<file path="config.mk">
export PLATFORM = sky130hd
export DESIGN_NAME = seq_pattern_tx_flat
export DESIGN_NICKNAME = d
export VERILOG_FILES = /design/src/rtl/seq_pkg.sv /design/src/rtl/seq_pattern_tx_if.sv /design/src/rtl/pattern_shreg.sv /design/src/rtl/seq_pattern_tx.sv /design/src/flat_wrapper.sv
export SDC_FILE = /design/constraint.sdc
export NUM_CORES = 1
export LEC_CHECK = 0
export CORE_MARGIN = 8
export CORE_UTILIZATION = 43
export CTS_BUF_LIST = sky130_fd_sc_hd__clkbuf_16
export DETAILED_ROUTE_END_ITERATION = 10
export PLACE_DENSITY_LB_ADDON = 0.3
export SLEW_MARGIN = 20
export SYNTH_ARGS = -nofsm -noshare
export SYNTH_HDL_FRONTEND = slang
export SYNTH_SLANG_ARGS = --single-unit
</file>
<file path="constraint.sdc">
create_clock -name clk -period 1.75 [get_ports clk]
set_input_delay 0.2625 -clock clk [delete_from_list [all_inputs] [get_ports clk]]
set_output_delay 0.2625 -clock clk [all_outputs]
set_load 0.1 [all_outputs]
</file>
<file path="src/rtl/seq_pkg.sv">
// Shared constants for the 101011 serial link: pattern, counter widths and the
// transmitter FSM encoding. The detector uses the same PATTERN constant.
package seq_pkg;
  localparam int PAT_W = 6;
  localparam logic [PAT_W-1:0] PATTERN = 6'b101011;
  localparam int RPT_W = 4;
  localparam int GAP_W = 3;
  localparam int IDX_W = $clog2(PAT_W);

  localparam logic [1:0] ST_IDLE  = 2'd0;
  localparam logic [1:0] ST_SHIFT = 2'd1;
  localparam logic [1:0] ST_GAP   = 2'd2;
  localparam logic [1:0] ST_DONE  = 2'd3;
endpackage

</file>
<file path="src/rtl/seq_pattern_tx_if.sv">
// Control and serial-output bundle of the pattern transmitter. The sequencer
// side is master, the transmitter is slave.
interface seq_pattern_tx_if;
  import seq_pkg::*;

  logic             start;
  logic             abort;
  logic [RPT_W-1:0] repeat_cnt;
  logic [GAP_W-1:0] gap_cycles;
  logic             x;
  logic             x_valid;
  logic             pat_sent;
  logic             busy;
  logic             done;

  modport master (
    output start, abort, repeat_cnt, gap_cycles,
    input  x, x_valid, pat_sent, busy, done
  );

  modport slave (
    input  start, abort, repeat_cnt, gap_cycles,
    output x, x_valid, pat_sent, busy, done
  );
endinterface

</file>
<file path="src/rtl/pattern_shreg.sv">
// Loadable MSB-first shift register for one pattern, with a bit index counter.
// Zero fill means the output bit falls to 0 once the pattern has shifted out.
module pattern_shreg
  import seq_pkg::*;
(
  input  logic clk,
  input  logic rst_n,
  input  logic clr_i,
  input  logic load_i,
  input  logic shift_i,
  output logic bit_o,
  output logic last_o
);

  logic [PAT_W-1:0] sr_q;
  logic [IDX_W-1:0] idx_q;
  logic             last_q;

  // last_q is high exactly while bit 0 of the pattern is on bit_o
  always_ff @(posedge clk or negedge rst_n) begin
    if (!rst_n) begin
      sr_q   <= '0;
      idx_q  <= '0;
      last_q <= 1'b0;
    end else if (clr_i) begin
      sr_q   <= '0;
      idx_q  <= '0;
      last_q <= 1'b0;
    end else if (load_i) begin
      sr_q   <= PATTERN;
      idx_q  <= IDX_W'(PAT_W - 1);
      last_q <= (PAT_W == 1);
    end else if (shift_i) begin
      sr_q   <= {sr_q[PAT_W-2:0], 1'b0};
      last_q <= (idx_q == IDX_W'(1));
      if (idx_q != '0) idx_q <= idx_q - 1'b1;
    end
  end

  assign bit_o  = sr_q[PAT_W-1];
  assign last_o = last_q;

endmodule

</file>
<file path="src/rtl/seq_pattern_tx.sv">
// Serial pattern transmitter: sends PATTERN MSB-first repeat_cnt times with an
// optional gap between repeats. All outputs come straight from flops.
//
//   state | meaning
//   IDLE  | waiting for start
//   SHIFT | one pattern bit on x per cycle
//   GAP   | idle cycles between repeats, still busy
//   DONE  | one-cycle done pulse, start ignored
module seq_pattern_tx
  import seq_pkg::*;
(
  input  logic            clk,
  input  logic            rst_n,
  seq_pattern_tx_if.slave tx_if
);

  logic [1:0]       state_q, state_d;
  logic [RPT_W-1:0] rem_q, rem_d;
  logic [GAP_W-1:0] gap_len_q, gap_len_d;
  logic [GAP_W-1:0] gap_cnt_q, gap_cnt_d;
  logic             x_valid_q, busy_q, done_q;
  logic             sr_clr, sr_load, sr_shift, sr_bit, sr_last;

  pattern_shreg u_shreg (
    .clk     (clk),
    .rst_n   (rst_n),
    .clr_i   (sr_clr),
    .load_i  (sr_load),
    .shift_i (sr_shift),
    .bit_o   (sr_bit),
    .last_o  (sr_last)
  );

  always_comb begin
    state_d   = state_q;
    rem_d     = rem_q;
    gap_len_d = gap_len_q;
    gap_cnt_d = gap_cnt_q;
    sr_clr    = 1'b0;
    sr_load   = 1'b0;
    sr_shift  = 1'b0;
    if (tx_if.abort) begin
      state_d   = ST_IDLE;
      rem_d     = '0;
      gap_cnt_d = '0;
      sr_clr    = 1'b1;
    end else begin
      case (state_q)
        ST_IDLE: begin
          if (tx_if.start) begin
            rem_d     = tx_if.repeat_cnt;
            gap_len_d = tx_if.gap_cycles;
            if (tx_if.repeat_cnt != '0) begin
              state_d = ST_SHIFT;
              sr_load = 1'b1;
            end else begin
              state_d = ST_DONE;
            end
          end
        end
        ST_SHIFT: begin
          if (sr_last) begin
            rem_d = rem_q - 1'b1;
            if (rem_q > RPT_W'(1)) begin
              if (gap_len_q == '0) begin
                sr_load = 1'b1;
              end else begin
                state_d   = ST_GAP;
                gap_cnt_d = gap_len_q;
                sr_shift  = 1'b1;
              end
            end else begin
              state_d  = ST_DONE;
              sr_shift = 1'b1;
            end
          end else begin
            sr_shift = 1'b1;
          end
        end
        ST_GAP: begin
          if (gap_cnt_q == GAP_W'(1)) begin
            state_d = ST_SHIFT;
            sr_load = 1'b1;
          end else begin
            gap_cnt_d = gap_cnt_q - 1'b1;
          end
        end
        default: state_d = ST_IDLE;
      endcase
    end
  end

  always_ff @(posedge clk or negedge rst_n) begin
    if (!rst_n) begin
      state_q   <= ST_IDLE;
      rem_q     <= '0;
      gap_len_q <= '0;
      gap_cnt_q <= '0;
      x_valid_q <= 1'b0;
      busy_q    <= 1'b0;
      done_q    <= 1'b0;
    end else begin
      state_q   <= state_d;
      rem_q     <= rem_d;
      gap_len_q <= gap_len_d;
      gap_cnt_q <= gap_cnt_d;
      x_valid_q <= (state_d == ST_SHIFT);
      busy_q    <= (state_d == ST_SHIFT) || (state_d == ST_GAP);
      done_q    <= (state_d == ST_DONE);
    end
  end

  assign tx_if.x        = sr_bit;
  assign tx_if.x_valid  = x_valid_q;
  assign tx_if.pat_sent = sr_last;
  assign tx_if.busy     = busy_q;
  assign tx_if.done     = done_q;

endmodule
</file>
<file path="src/flat_wrapper.sv">
// flat-port wrapper written by rule: the top's interface ports become plain ports
module seq_pattern_tx_flat import seq_pkg::*;
  (clk, rst_n, tx_if_start, tx_if_abort, tx_if_repeat_cnt, tx_if_gap_cycles, tx_if_x, tx_if_x_valid, tx_if_pat_sent, tx_if_busy, tx_if_done);
  seq_pattern_tx_if tx_if_i ();
  input  logic clk;
  input  logic rst_n;
  input wire logic [$bits(tx_if_i.start)-1:0] tx_if_start;
  input wire logic [$bits(tx_if_i.abort)-1:0] tx_if_abort;
  input wire logic [$bits(tx_if_i.repeat_cnt)-1:0] tx_if_repeat_cnt;
  input wire logic [$bits(tx_if_i.gap_cycles)-1:0] tx_if_gap_cycles;
  output wire logic [$bits(tx_if_i.x)-1:0] tx_if_x;
  output wire logic [$bits(tx_if_i.x_valid)-1:0] tx_if_x_valid;
  output wire logic [$bits(tx_if_i.pat_sent)-1:0] tx_if_pat_sent;
  output wire logic [$bits(tx_if_i.busy)-1:0] tx_if_busy;
  output wire logic [$bits(tx_if_i.done)-1:0] tx_if_done;
  assign tx_if_i.start = tx_if_start;
  assign tx_if_i.abort = tx_if_abort;
  assign tx_if_i.repeat_cnt = tx_if_repeat_cnt;
  assign tx_if_i.gap_cycles = tx_if_gap_cycles;
  assign tx_if_x = tx_if_i.x;
  assign tx_if_x_valid = tx_if_i.x_valid;
  assign tx_if_pat_sent = tx_if_i.pat_sent;
  assign tx_if_busy = tx_if_i.busy;
  assign tx_if_done = tx_if_i.done;
  seq_pattern_tx u_core (.clk(clk), .rst_n(rst_n), .tx_if(tx_if_i));
endmodule
</file>
Word-level counts from Yosys, hierarchy flattened

Cells that the tools add are included.

Add/subtract/negate cells: 3
Magnitude comparators: 1
Eq/ne operators: 12
Muxes and demuxes: 42
Bitwise gates (word level): 1
Reductions and logical operators: 13

Operators by type and width:

| kind                | number |
|---|---|
| $mux 3              | 9 |
| $mux 6              | 3 |
| $mux 1              | 16 |
| $reduce_bool 3->1   | 5 |
| $mux 2              | 7 |
| $mux 4              | 3 |
| $ne 3x3->1 const B  | 4 |
| $pmux 4 s2          | 1 |
| $eq 2x2->1 const B  | 3 |
| $eq 3x1->1 const B  | 2 |
| $pmux 2 s3          | 1 |
| $pmux 3 s2          | 1 |
| $reduce_and 3->1    | 2 |
| $sub 3x1->3 const B | 2 |
| $reduce_and 5->1    | 1 |
| $eq 2x1->1 const B  | 2 |
| $gt 4x1->1 const B  | 1 |
| $reduce_bool 4->1   | 1 |
| $sub 4x1->4 const B | 1 |
| $logic_not 3->1     | 1 |
| $ne 3x2->1 const B  | 1 |
| $pmux 1 s3          | 1 |
| $logic_not 2->1     | 1 |
| $reduce_and 2->1    | 1 |
| other kinds (2)     | 2 |

Register bits after elaboration: 25
Bits of input ports: 11
Output and inout port bits: 5
Word-level logic and storage cells: 82

Logic depth before layout (Yosys ltp)

Gate-level depths: netlist of the first run.

Depth after elaboration: 9
Depth in mapped cells: 9
Gate-level depth less buffers: 8

By module

A second synthesis of the first run with hierarchy kept.

Cell total of the unflattened synthesis: 147
Area total of the unflattened synthesis: 1,511.4 um^2

By module, submodules not included:

| module         | instances | cells each | area an instance (um^2) |
|---|---|---|---|
| seq_pattern_tx | 1         | 99         | 984.7 |
| pattern_shreg  | 1         | 48         | 526.8 |

Least setup slack after synthesis of the first run

No wires, ideal clock.

Kind: register to register
From: register u_core.u_shreg.last_q, in the netlist u_core.u_shreg.last_o
To: register u_core.busy_q, in the netlist u_core.tx_if.busy
Library setup time: 113 ps
Arrival time: 1,990 ps
Data required time: 1,637 ps
Slack: -353 ps
Cell stages (with the launch flop): 7
Path buffers: 0
Period minus slack after synthesis: 2,103 ps
Cell sequence: dfrtp_1 -> inv_1 -> a211o_1 -> a2bb2oi_1 -> nor2_1 -> ha_1 -> inv_1

Longest elaborated chain between the ends: 5

RTL lines:

| element                                         | line                  | RTL |
|---|---|---|
| start, declared                                 | pattern_shreg.sv:17   | `logic last_q;` |
| start signal, assigned                          | pattern_shreg.sv:32   | `last_q <= (PAT_W == 1);` |
| start signal, assigned                          | pattern_shreg.sv:35   | `last_q <= (idx_q == IDX_W'(1));` |
| $mux 2 *                                        | seq_pattern_tx.sv:62  | `if (sr_last) begin` |
| $pmux 2 s3 *                                    | seq_pattern_tx.sv:48  | `case (state_q)` |
| $mux 2 *                                        | seq_pattern_tx.sv:42  | `if (tx_if.abort) begin` |
| net u_core.state_d[0]                           | seq_pattern_tx.sv:17  | `logic [1:0] state_q, state_d;` |
| $eq 2x1->1 / $eq 2x2->1 (equally long branches) | seq_pattern_tx.sv:108 | `busy_q <= (state_d == ST_SHIFT) \|\| (state_d == ST_GAP);` |
| $logic_or 1x1->1 *                              | seq_pattern_tx.sv:108 |  |
| end signal, assigned                            | seq_pattern_tx.sv:108 |  |
| end, declared                                   | seq_pattern_tx.sv:21  | `logic x_valid_q, busy_q, done_q;` |

Mark *: on every way through the listed nets, which the timed path passes. The rest lies on a longest branch.
A chain may end at the register's enable or synchronous reset.

Worst setup path after layout of the first run

From: register u_core.rem_q[0]
To: register u_core.u_shreg.idx_q[2]

Longest elaborated chain between the ends: 7

RTL lines:

| element                                                             | line                  | RTL |
|---|---|---|
| start, declared                                                     | seq_pattern_tx.sv:18  | `logic [RPT_W-1:0] rem_q, rem_d;` |
| start signal, assigned                                              | seq_pattern_tx.sv:104 | `rem_q <= rem_d;` |
| $gt 4x1->1 *                                                        | seq_pattern_tx.sv:64  | `if (rem_q > RPT_W'(1)) begin` |
| $mux 1                                                              | seq_pattern_tx.sv:64  |  |
| $mux 1                                                              | seq_pattern_tx.sv:62  |  |
| $pmux 1 s3 / $mux 1 (equally long branches)                         | seq_pattern_tx.sv:48  |  |
| $mux 1                                                              | seq_pattern_tx.sv:42  |  |
| $reduce_bool 3->1 (no source line) / $mux 3 (equally long branches) | n/a                   |  |
| $reduce_and 2->1 (no source line) / $mux 3 (equally long branches)  | n/a                   |  |
| end signal, assigned                                                | pattern_shreg.sv:31   | `idx_q <= IDX_W'(PAT_W - 1);` |
| end signal, assigned                                                | pattern_shreg.sv:36   | `if (idx_q != '0) idx_q <= idx_q - 1'b1;` |
| end, declared                                                       | pattern_shreg.sv:16   | `logic [IDX_W-1:0] idx_q;` |

Every way passes the cells marked *; elsewhere a longest branch is shown, timed or not.

==> results.tsv, run 1 <==
metric	value	unit
failing checks	negative setup slack	
largest net degree at the start of global routing	26	
Starting Density	45.0	%
# DRC	0	
Iter 0 DRT Violations	123	
layout cells sized above 1	27.9	%
via count	1371	
yosys warns	0	
DIE AREA	5640	um2
DR pass1 iterations	5	
Die Ht	75.1	um
Yosys reg bits	25	
met2 Use GR	25.0	%
final non-filler cell total	247	
Post-Syn Nets	184	
final worst setup slack	-0.0430	ns
Worst Setup SP	u_core.rem_q[0]$_DFFE_PN0P_	
setup skew after layout	0.00340	ns
Sink Count	25	
Synth Flop Type	dfrtp_1	
Seq/Total Area, Yosys	41.6	%
total gr overflow	0	
placed instance area	1890	um2
cell area after layout	2050	um2
Slowest-stage cell, CP	a211oi_1	
crit path DAT	1.98	ns
Worst setup SP type	flip-flop	
met3 Use GR	3.73	%
dpl hpwl	2760	um
busiest grt layer	met2	
crit end category	flip-flop	
run status	complete, but fails checks	
Reg-to-Reg End	u_core.u_shreg.idx_q[2]$_DFFE_PN0P_	
Hold WC Path Type	in -> async	
drt total wl	3920	um
period utilisation layout	102	%
Hold Buf Count CTS	0	
met1 Use GR	17.5	%
CTS Buffer Depth	2	
first-pass GRT wire length	6580	um
CP peak stage delay	0.46	ns
final setup fails	5	
Synth Cell Area	1500	um2
most frequent cells in the layout	buf_4 (26), dfrtp_1 (24), nand2_1 (13), a21oi_1 (12)	
clock slew at reported path FFs	0.06	ns
final hold vios	0	
Worst VDD drop	0.632	mV
worst reg2reg path depth	6	
fin. max-slew vios	0	
core region area	3340	um2
GP Congestion	0.912	
GRT Resource Usage Total	14.6	%
Mapped Cells	164	
post-layout min period	1.79	ns
IO buf count	15	
initial antenna violation count	0	
DIE WIDTH	75.1	um
number of global-route vias before repair	1400	
worst-margin pin slew	0.477	ns
final core utilization	61.3	%
CP cell instances	inv_2, ha_4, or2_4, a211oi_1, a31oi_1, nand3_1	
CP endpoint	u_core.u_shreg.idx_q[2]$_DFFE_PN0P_	
reg2reg start	u_core.rem_q[0]$_DFFE_PN0P_	
Net count, final	222	
row count	21	
synth-to-layout area growth	36.1	%
Cell variety after synth	41	
CP Data Required Time	1.94	ns
EDFF count, synth	0	
n_diodes	0	
htree depth	1	
Reg2Reg Setup Slack	-0.04	ns
CTS tree	yes	
Slew HR	67.8	%
Clk Latency, worst-skew pair	0.26	ns
root buffer cell	clkbuf_16	
Via density	5.55	
Num CTS Buffers	3	
most common cell after layout, fill and taps aside	buf_4	
Post-Syn Area per Cell	9.16	um2
max frequency	558	MHz
Post-DRT Antenna Nets	0	
ys async rst share	100	%
I/O pins	16	
max cap viols	0	
Placed Instances	239	
LEAKAGE	0.884	nW
Final TNS setup	-0.124	ns
P per Cell Area	862	nW/um2
Crit Path Class	reg -> reg	
post-DR wirelength/cell	15.9	um
maximum fanout along the worst path	6	
RSZ-0062 raised after global routing	yes	
## cell usage after synthesis (all sizes together), types with 2 or more instances
library cell	n	share of area [%]
nor3	5	1.7
o22ai	3	1.2
o32ai	2	1.2
ha	9	7.5
a211o	3	1.8
nor3b	2	1.0
buf	8	4.1
a221oi	4	2.3
nor2	12	3.0
inv	12	3.0
o211ai	3	1.5
dfrtp	25	42
mux2i	2	1.3
nand2b	4	1.7
o31ai	2	1.0
o21ai	11	3.7
nand3	4	1.3
nor2b	4	1.7
clkbuf	2	0.50
a31oi	3	1.2
nand4	2	0.83
nand3b	2	1.0
nand2	13	3.2
a22oi	2	1.0
a21oi	12	4.0
## final cells by class
class / count / area [um2]
clock inverter: 1 / 5.00
tap: 46 / 57.6
fill: 292 / 1290
clock buffer: 3 / 75.1
sequential: 25 / 627
multi-input combinational: 117 / 825
inverter: 12 / 45.0
timing repair buffer: 43 / 412
## flip-flops by register name (all words and copies together) (netlist names), 2 cells and up
register	cells
u_core.gap_len_q	3
u_core.u_shreg.sr_q	6
u_core.u_shreg.idx_q	3
u_core.rem_q	4
u_core.state_q	2
u_core.gap_cnt_q	3
## critical path, delay by kind of cell (launching register included)
family | cells | cell delay [ns]
fa+ha+maj | 1 | 0.16
buf+inv | 1 | 0.07
flops | 1 | 0.40
simple gates | 2 | 0.39
compound gates | 2 | 0.71
## kinds of logic (layout without fill, tap and decap cells)
| group | count (synthesis) | count (layout) | synth area share, % |
|---|---|---|---|
| flip-flops | 25 | 25 | 41.6 |
| multiplexers | 3 | 3 | 2.08 |
| buffers and inverters | 22 | 59 | 7.58 |
| adder cells (fa/ha/maj) | 9 | 9 | 7.49 |
| AND/OR/NAND/NOR | 54 | 54 | 18.7 |
| AO/OA/AOI/OAI | 51 | 51 | 22.6 |
## stage by stage
| step | worst slack, ns | hold WS [ns] | total power, mW |
|---|---|---|---|
| after floorplan | -0.0621 | -0.0331 | 1.01 |
| after global placement | -0.126 | 0.515 | 1.20 |
| after detailed placement | -0.177 | 0.528 | 1.21 |
| after CTS | -0.0282 | 0.380 | 1.74 |
| after global routing | -0.136 | 0.404 | 1.86 |
| final | -0.0430 | 0.365 | 1.76 |
## worst min path at each step
stage	endpoint	slack, ns	cells after the start	startpoint
2_1_floorplan	u_core.gap_cnt_q[0]$_DFFE_PN0P_	-0.03	0	rst_n
3_3_place_gp	u_core.gap_cnt_q[1]$_DFFE_PN0P_	0.51	2	u_core.gap_cnt_q[1]$_DFFE_PN0P_
3_5_place_dp	u_core.gap_cnt_q[1]$_DFFE_PN0P_	0.53	2	u_core.gap_cnt_q[1]$_DFFE_PN0P_
4_1_cts	u_core.rem_q[2]$_DFFE_PN0P_	0.38	2	rst_n
5_1_grt	u_core.rem_q[0]$_DFFE_PN0P_	0.40	2	rst_n
6_report	u_core.rem_q[2]$_DFFE_PN0P_	0.36	2	rst_n
## per-layer routing
metal,share of wire [%],up-vias
li1,-,672
met1,43,655
met2,50,35
met3,5.1,9
met4,1.7,0
met5,0,-
## timing repair
item,in CTS,in global routing
setup endpoints to repair,14,14
pin swaps,3,1
endpoints found under the hold margin,0,0
gates resized for setup,2,8
cloned,0,1
setup buffers,2,1
## report_power, final
group	switching [mW]	total (mW)	internal [mW]
Combinational	0.315	0.569	0.254
Clock	0.200	0.507	0.308
Sequential	0.0499	0.688	0.638
Total	0.564	1.76	1.20
Note: power is estimated with default switching activity, not from simulation.
==> run 2: changes to the inputs <==
CTS_BUF_LIST = sky130_fd_sc_hd__clkbuf_4   (was sky130_fd_sc_hd__clkbuf_16)
==> run 2 against run 1 <==
  * The run still ends with negative setup slack left
  * Fmax fell by 1.7%
  * Die area unchanged
  * Critical path depth rose by 2
  * Sequential power hardly changed
  * Hold slack worse by 0.084 ns
  * Core utilization is 0.75 points higher
  * Cell count is 2.0% higher
  * Power down 12%
  * Register-to-register slack got worse by 0.03 ns
  * Sequential cell count unchanged
  * Global-route usage increased by 1.0 points
  * Combinational power increased by 6.5%
  * Largest power group unchanged
==> results.tsv, run 2 (synthesized netlist as in run 1, its figures left out) <==
metric	value	unit	change
via count	1410		was 1371
final non-filler cell total	252		was 247
htree depth	1		unchanged
Worst VDD drop	0.477	mV	was 0.632 mV
RSZ-0062 raised after global routing	yes		unchanged
DIE AREA	5640	um2	unchanged
# DRC	0		unchanged
CTS Buffer Depth	2		unchanged
final worst setup slack	-0.0744	ns	was -0.0430 ns
total gr overflow	0		unchanged
first-pass GRT wire length	7000	um	was 6580 um
core region area	3340	um2	unchanged
most common cell after layout, fill and taps aside	buf_4		unchanged
fillcell total	288		was 292
Via density	5.60		was 5.55
setup skew after layout	0.0166	ns	was 0.00340 ns
synth-to-layout area growth	37.8	%	was 36.1%
worst-margin pin slew	0.433	ns	was 0.477 ns
GP Congestion	0.912		unchanged
max cap viols	0		unchanged
layout cells sized above 1	33.0	%	was 27.9%
Sink Count	25		unchanged
final hold vios	0		unchanged
Top reg by flops	u_core.u_shreg.sr_q		unchanged
initial antenna violation count	0		unchanged
top flop regs	u_core.u_shreg.sr_q x6, u_core.rem_q x4		unchanged
n_diodes	0		unchanged
Post-DRT Antenna Nets	0		unchanged
area occupied by multi-input gates	862	um2	was 825 um2
dpl hpwl	2760	um	unchanged
post-layout min period	1.82	ns	was 1.79 ns
Worst setup SP type	flip-flop		unchanged
DIE WIDTH	75.1	um	unchanged
crit end category	flip-flop		unchanged
Die Ht	75.1	um	unchanged
most frequent cells in the layout	buf_4 (32), dfrtp_1 (24), nand2_1 (13), nor2_1 (11)		was buf_4 (26), dfrtp_1 (24), nand2_1 (13), a21oi_1 (12)
Iter 0 DRT Violations	86		was 123
Worst Setup SP	u_core.rem_q[0]$_DFFE_PN0P_		unchanged
maximum fanout along the worst path	6		unchanged
row count	21		unchanged
period utilisation layout	104	%	was 102%
Slew HR	70.9	%	was 67.8%
drt total wl	3950	um	was 3920 um
root buffer cell	clkbuf_4		was clkbuf_16
Largest register FFs	6		unchanged
DR pass1 iterations	4		was 5
GRT Resource Usage Total	15.7	%	was 14.6%
Crit Path Class	reg -> reg		unchanged
P per Cell Area	752	nW/um2	was 862 nW/um2
run status	complete, but fails checks		unchanged
LEAKAGE	0.889	nW	was 0.884 nW
Reg area	627	um2	unchanged
clock slew at reported path FFs	0.15	ns	was 0.06 ns
Num CTS Buffers	3		unchanged
reg2reg start	u_core.rem_q[0]$_DFFE_PN0P_		unchanged
IO buf count	15		unchanged
CP Data Required Time	1.99	ns	was 1.94 ns
Hold WC Path Type	in -> async		unchanged
Placed Instances	239		unchanged
crit path DAT	2.07	ns	was 1.98 ns
Net count, final	227		was 222
Starting Density	45.0	%	unchanged
number of global-route vias before repair	1479		was 1400
Clk Latency, worst-skew pair	0.32	ns	was 0.26 ns
Hold Buf Count CTS	0		unchanged
I/O pins	16		unchanged
Pwr Total	1.56	mW	was 1.76 mW
failing checks	negative setup slack		unchanged
fin. max-slew vios	0		unchanged
post-DR wirelength/cell	15.7	um	was 15.9 um
final setup fails	5		unchanged
CTS tree	yes		unchanged
largest net degree at the start of global routing	26		unchanged
max frequency	548	MHz	was 558 MHz
## run 2: stage by stage
stage                     utilization [%]  hold WS [ns]  setup WS [ns]  cell area (um2)  setup TNS, ns
after floorplan                         -       -0.0331        -0.0621             1520        -0.0621
after global placement               56.6         0.515         -0.126             1890         -0.515
after detailed placement             56.6         0.528         -0.177             1890          -1.09
after CTS                            59.3         0.299        -0.0668             1980         -0.125
after global routing                 62.1         0.298         -0.119             2070         -0.722
final                                62.1         0.281        -0.0744             2070         -0.216
## run 2: what timing repair did
action | CTS | global route
hold endpoints to repair | 0 | 0
setup buffers | 4 | 4
pin swaps | 4 | 6
gates resized for setup | 6 | 16
cloned | 1 | 0
endpoints found under the setup margin | 14 | 16
## run 2: cell type report
type / instances / area share (%)
repair buffers: 48 / 21.8
clock inverters: 1 / 0.242
clock buffers: 3 / 1.09
well taps: 46 / 2.78
flip-flops and latches: 25 / 30.3
multi-input cells: 117 / 41.6
inverters: 12 / 2.18
## run 2: power breakdown
group,internal [mW],switching (mW)
clock,0.0854,0.179
sequential,0.637,0.0503
combinational,0.279,0.327
## run 2: final timing paths
kind,to,slack (ns),cells past startpoint
setup / recovery,u_core.tx_if.busy$_DFF_PN0_,-0.07,8
hold / removal,u_core.rem_q[0]$_DFFE_PN0P_,0.28,2
setup reg to reg,u_core.tx_if.busy$_DFF_PN0_,-0.07,8
hold reg to reg,u_core.gap_cnt_q[1]$_DFFE_PN0P_,0.54,2
max in group asynchronous,u_core.state_q[0]$_DFF_PN0_,1.21,2
min in group clk,u_core.gap_len_q[2]$_DFFE_PN0P_,0.48,3
## run 2: routing by layer
metal | vias to the layer above | part of all wire, % | routed length, um | track usage [%]
met5 | - | 0 | 0 | 0
met4 | 0 | 1.1 | 42 | 4.13
met3 | 6 | 3.9 | 153 | 3.06
met2 | 26 | 51 | 2030 | 28.0
met1 | 697 | 44 | 1720 | 18.4
li1 | 681 | - | - | -
## run 2: worst max-delay path, cell delays in order, from the launching register on
cell	delay [ns]
dfrtp_1	0.43
inv_2	0.07
ha_4	0.16
or2_4	0.26
a211o_1	0.30
a2bb2oi_2	0.16
nor2_2	0.06
ha_1	0.27
inv_1	0.03
